--- config.mk ---
export PLATFORM = sky130hd
export DESIGN_NAME = mem_access_ctrl
export DESIGN_NICKNAME = d
export VERILOG_FILES = /design/src/rtl/mem_access_ctrl.sv
export SDC_FILE = /design/constraint.sdc
export NUM_CORES = 1
export LEC_CHECK = 0
export CAP_MARGIN = 10
export CORE_ASPECT_RATIO = 0.8
export CORE_MARGIN = 4
export CORE_UTILIZATION = 46
export CTS_CLUSTER_SIZE = 14
export DETAILED_ROUTE_END_ITERATION = 7
export PLACE_DENSITY = 0.9
export SLEW_MARGIN = 20
export SYNTH_ARGS = -nofsm -noshare
export SYNTH_HDL_FRONTEND = slang
export SYNTH_SLANG_ARGS = --single-unit
--- constraint.sdc ---
create_clock -name clk -period 3.32 [get_ports clk]
set_input_delay 0.498 -clock clk [delete_from_list [all_inputs] [get_ports clk]]
set_output_delay 0.498 -clock clk [all_outputs]
set_load 0.03 [all_outputs]
--- src/rtl/mem_access_ctrl.sv ---
// Pipeline data-memory access controller: turns a one-shot load/store request into a
// multi-cycle memory transfer, stalling the pipeline and rejecting misaligned or out-of-range addresses.
module mem_access_ctrl #(
    parameter int unsigned WAIT_CYCLES = 2,
    parameter int unsigned BASE_ADDR   = 1024,
    parameter int unsigned DEPTH       = 64
) (
    input  logic        clk,
    input  logic        rst,
    input  logic        MEM_R_EN,
    input  logic        MEM_W_EN,
    input  logic [31:0] ALU_result,
    input  logic [31:0] ST_val,
    output logic        freeze,
    output logic        ready,
    output logic        addr_error,
    output logic [31:0] Mem_read_value,
    output logic [31:0] mem_address,
    output logic [31:0] mem_st_val,
    output logic        mem_r_en,
    output logic        mem_w_en,
    input  logic [31:0] mem_rdata
);

    localparam logic [31:0] BASE    = 32'(BASE_ADDR);
    localparam logic [31:0] DEPTH_W = 32'(DEPTH);
    localparam logic [3:0]  LAST    = 4'(WAIT_CYCLES - 1);

    typedef enum logic [1:0] {IDLE, BUSY, DONE} state_t;

    // Handshake: a request is a level on MEM_R_EN/MEM_W_EN seen in IDLE; the pipeline
    // must hold it while freeze is high, and ready pulses for exactly one cycle in DONE.
    state_t      state;
    logic [3:0]  cnt;
    logic        err_flag;
    logic        op_write;
    logic [31:0] idx_q;
    logic [31:0] data_q;

    logic        req;
    logic        addr_ok;
    logic [31:0] word_idx;

    assign req      = MEM_R_EN | MEM_W_EN;
    assign word_idx = (ALU_result - BASE) >> 2;
    assign addr_ok  = (ALU_result >= BASE) && (ALU_result[1:0] == 2'b00) && (word_idx < DEPTH_W);

    always_ff @(posedge clk or negedge rst) begin
        if (!rst) begin
            state          <= IDLE;
            cnt            <= 4'd0;
            err_flag       <= 1'b0;
            op_write       <= 1'b0;
            idx_q          <= 32'd0;
            data_q         <= 32'd0;
            Mem_read_value <= 32'd0;
        end else begin
            case (state)
                IDLE: begin
                    if (req) begin
                        if (addr_ok) begin
                            idx_q    <= word_idx;
                            data_q   <= ST_val;
                            op_write <= MEM_W_EN;
                            cnt      <= 4'd0;
                            state    <= BUSY;
                        end else begin
                            err_flag <= 1'b1;
                            state    <= DONE;
                        end
                    end
                end
                BUSY: begin
                    if (cnt == LAST) begin
                        if (!op_write) begin
                            Mem_read_value <= mem_rdata;
                        end
                        state <= DONE;
                    end
                    cnt <= cnt + 4'd1;
                end
                DONE: begin
                    err_flag <= 1'b0;
                    state    <= IDLE;
                end
                default: state <= IDLE;
            endcase
        end
    end

    // freeze is combinational in IDLE so the requesting instruction stalls in its own cycle.
    always_comb begin
        freeze      = 1'b0;
        ready       = 1'b0;
        addr_error  = 1'b0;
        mem_address = 32'd0;
        mem_st_val  = 32'd0;
        mem_r_en    = 1'b0;
        mem_w_en    = 1'b0;
        if (rst) begin
            case (state)
                IDLE: freeze = req;
                BUSY: begin
                    freeze      = 1'b1;
                    mem_address = idx_q;
                    mem_st_val  = data_q;
                    mem_r_en    = !op_write;
                    mem_w_en    = op_write && (cnt == LAST);
                end
                DONE: begin
                    ready      = 1'b1;
                    addr_error = err_flag;
                end
                default: freeze = 1'b0;
            endcase
        end
    end

endmodule

==> summary.txt <==
Drt
  • Vias: between 3,000 and 4,000
  • Routed WL: roughly 13,000 um
  • # DRC: 0
  • Max layer used: met4
  • Number of vias per cell: roughly 5.2
  • M1 WL: 5280 um
  • Met3 wire len: 975 um
  • DR WL met2: 6450 um
  • DR WL/cell: about 18 um
  • TritonRoute pass-1 iters: 4
  • Initial DRC Count: around 130
  • Routed Antenna Nets: 0

Power and ir drop
  • Gate power share: 0.086
  • Internal power: 0.00196 W
  • Reported net switching power: around 0.00054 W
  • Pwr per Cell Area: 353 mW/mm^2
  • Worst VDD drop: 257 uV
  • Clk pwr share: 0.414
  • Flop pwr share: 0.500
  • Switching Fraction: 0.216
  • Leak Pwr: between 3 and 4 nW

Clock network
  • CTS sink cnt: 102
  • CTS tree: built
  • Num CTS Buffers: 9
  • # hold bufs at CTS: 0
  • Worst-Skew Late Latency: 0.34 ns
  • CTS clk-pin slew, worst paths: 0.07 ns
  • CTS Root Cell: clkbuf_16
  • CTS resizes: 0
  • Max clock buf depth: 2
  • # Post-CTS Setup Buffers: 0
  • H-Tree Depth: 3

Outcome
  • Outcome: completed

Synth
  • FF+latch count, synth: between 100 and 150
  • Post-Synthesis Cells: about 380
  • Post-synth top area share: 0.549
  • Post-synth EDFFs: 0
  • Yosys warning total: 0
  • Synth cell count leaders: dfrtp_1 (102), and3_1 (64), mux2_2 (58), nor2b_1 (27), clkbuf_1 (18)
  • Synth Flop Type: dfrtp_1
  • Synth cell types: 38
  • Yosys top cell by area: dfrtp_1
  • Ys async rst share: 1.00
  • Count leader, synth: dfrtp_1
  • Avg Synthesized Cell Area: 12.3 um^2
  • Synth top area cells: dfrtp_1 (55%), mux2_2 (14%), and3_1 (8.6%)
  • Post-synthesis sequential area ratio: 0.549
  • Synthesized area: 0.00465 mm^2

STA
  • Crit path time final: 3.10 ns
  • Pins Over Slew Limit: 0
  • Fin crit share: 0.932
  • Setup tns final: 0 ns
  • Setup Skew: roughly 0.0079 ns
  • RSZ-0062 raised after global routing: false
  • Final hold violation count: 0
  • Fmax achieved: 323 MHz
  • Slew headroom: 0.598
  • Actual slew at the worst max-slew pin: 0.596 ns
  • Final setup viols: 0

Critical path
  • Worst Path Arrival: 3.32 ns
  • CP Max Fanout: 38
  • Crit path capture type: flip-flop
  • Startpoint Class: input pin
  • Worst endpoint required time: 3.54 ns
  • Critical setup path kind: in2reg

Global route
  • Overflow after GRT: 0
  • First-pass GRT wire length: 20,900 um
  • Pin count of the biggest net entering global routing: 70
  • Vias in the first global route: 3,991
  • Total Routing Usage GR: 0.222
  • Initial antenna violation count: 0

Final layout
  • Post-Layout Cell Count: 713
  • Layout cells sized above 1: 0.179
  • Nets: 676
  • Area Overhead vs Synth: 52.2%
  • Ant. Diodes: 0
  • Filler cells: 718

Floorplan
  • Initial Utilization: 0.476
  • Die height: 97.9 um
  • Die Span X: 120 um
  • Core area: 0.00977 mm^2
  • Die ar.: 0.0118 mm^2
  • I/O pins: 201
  • Site row count: 32

Run
  • Max cap viols: 0

Place
  • Final HPWL DP: 9640 um
  • Buffers on Ports: around 200
  • Placed insts: around 700
  • Gpl congestion: 0.862

Worst hold path
  • Hold WC Path Type: in2async
## cell usage in the layout (no fill, tap or decap), drive strengths merged, types with 6 or more instances in the layout
| master | n |
|---|---|
| inv | 7 |
| clkdlybuf4s50 | 197 |
| dfrtp | 102 |
| and3 | 64 |
| mux2 | 71 |
| nand2 | 6 |
| a21oi | 6 |
| nor2 | 14 |
| buf | 13 |
| o21ai | 6 |
| clkbuf | 11 |
| nor4 | 6 |
| nor2b | 27 |
## worst max-delay path, stage by stage
cell             delay [ns]
clkdlybuf4s50_1        0.50
inv_1                  0.12
ha_1                   0.25
nor3b_1                0.36
nand4b_1               0.17
a21oi_1                0.22
o22ai_2                0.17
nor4_4                 0.37
buf_12                 0.28
mux2_2                 0.38
## power by group through the flow
stage | registers (W) | logic, W | clock network, W
finish | 0.00125 | 0.000216 | 0.00103
global route | 0.00125 | 0.000233 | 0.00112
CTS | 0.00125 | 0.000217 | 0.00107
detailed placement | 0.00127 | 0.000216 | 0
global placement | 0.00127 | 0.000210 | 0
floorplan | 0.00127 | 0.0000462 | 0
## registers in the layout, indices dropped and copies added, names as in the netlist
register        cells
Mem_read_value     32
err_flag            1
op_write            1
cnt                 4
idx_q              30
data_q             32
state               2
## worst paths after layout
kind	startpoint	to	slack (ns)	cells after the start
setup / recovery	ALU_result[10]	data_q[5]	0.22	10
hold / removal	rst	idx_q[2]	0.07	1
setup reg to reg	state[1]	Mem_read_value[29]	1.08	6
hold reg to reg	idx_q[13]	idx_q[13]	0.49	1
max in group asynchronous	rst	Mem_read_value[0]	2.32	3
min in group clk	idx_q[13]	idx_q[13]	0.49	1
## logic make-up after synthesis
logic type | count (synthesis) | share of synthesized area
AO/OA/AOI/OAI | 20 | 0.0272
XOR/XNOR | 5 | 0.00942
adder cells (fa/ha/maj) | 4 | 0.0108
buffers and inverters | 34 | 0.0361
flip-flops | 102 | 0.549
multiplexers | 72 | 0.185
other | 1 | 0.000806
AND/OR/NAND/NOR | 139 | 0.182
## through the flow
| step | hold slack (ns) | power [W] | cell area [um^2] | utilization | setup WS [ns] |
|---|---|---|---|---|---|
| after floorplan | 0.202 | 0.00132 | 4650 | - | 0.699 |
| after global placement | 0.423 | 0.00148 | 6790 | 0.695 | 0.122 |
| after detailed placement | 0.434 | 0.00149 | 6790 | 0.695 | -0.139 |
| after CTS | 0.0643 | 0.00253 | 7080 | 0.725 | 0.217 |
| after global routing | 0.0813 | 0.00260 | 7080 | 0.725 | 0.0574 |
| final | 0.0726 | 0.00250 | 7080 | 0.725 | 0.225 |
## metal layers
layer,up-vias,GRT usage
met2,151,0.383
li1,1703,-
met4,0,0.0749
met3,32,0.0787
met5,-,0
met1,1824,0.258
## area by class of cell
type / instances / area [um^2] / share of cell area
Sequential cell: 102 / 2550 / 0.360
Clock buffer: 11 / 233 / 0.0329
Inverter: 7 / 26.3 / 0.00371
Tap cell: 136 / 170 / 0.0240
Multi-Input combinational cell: 242 / 1940 / 0.275
Timing Repair Buffer: 210 / 2090 / 0.296
Clock inverter: 5 / 60.1 / 0.00848
No activity file was read; power rests on OpenSTA's default activity.
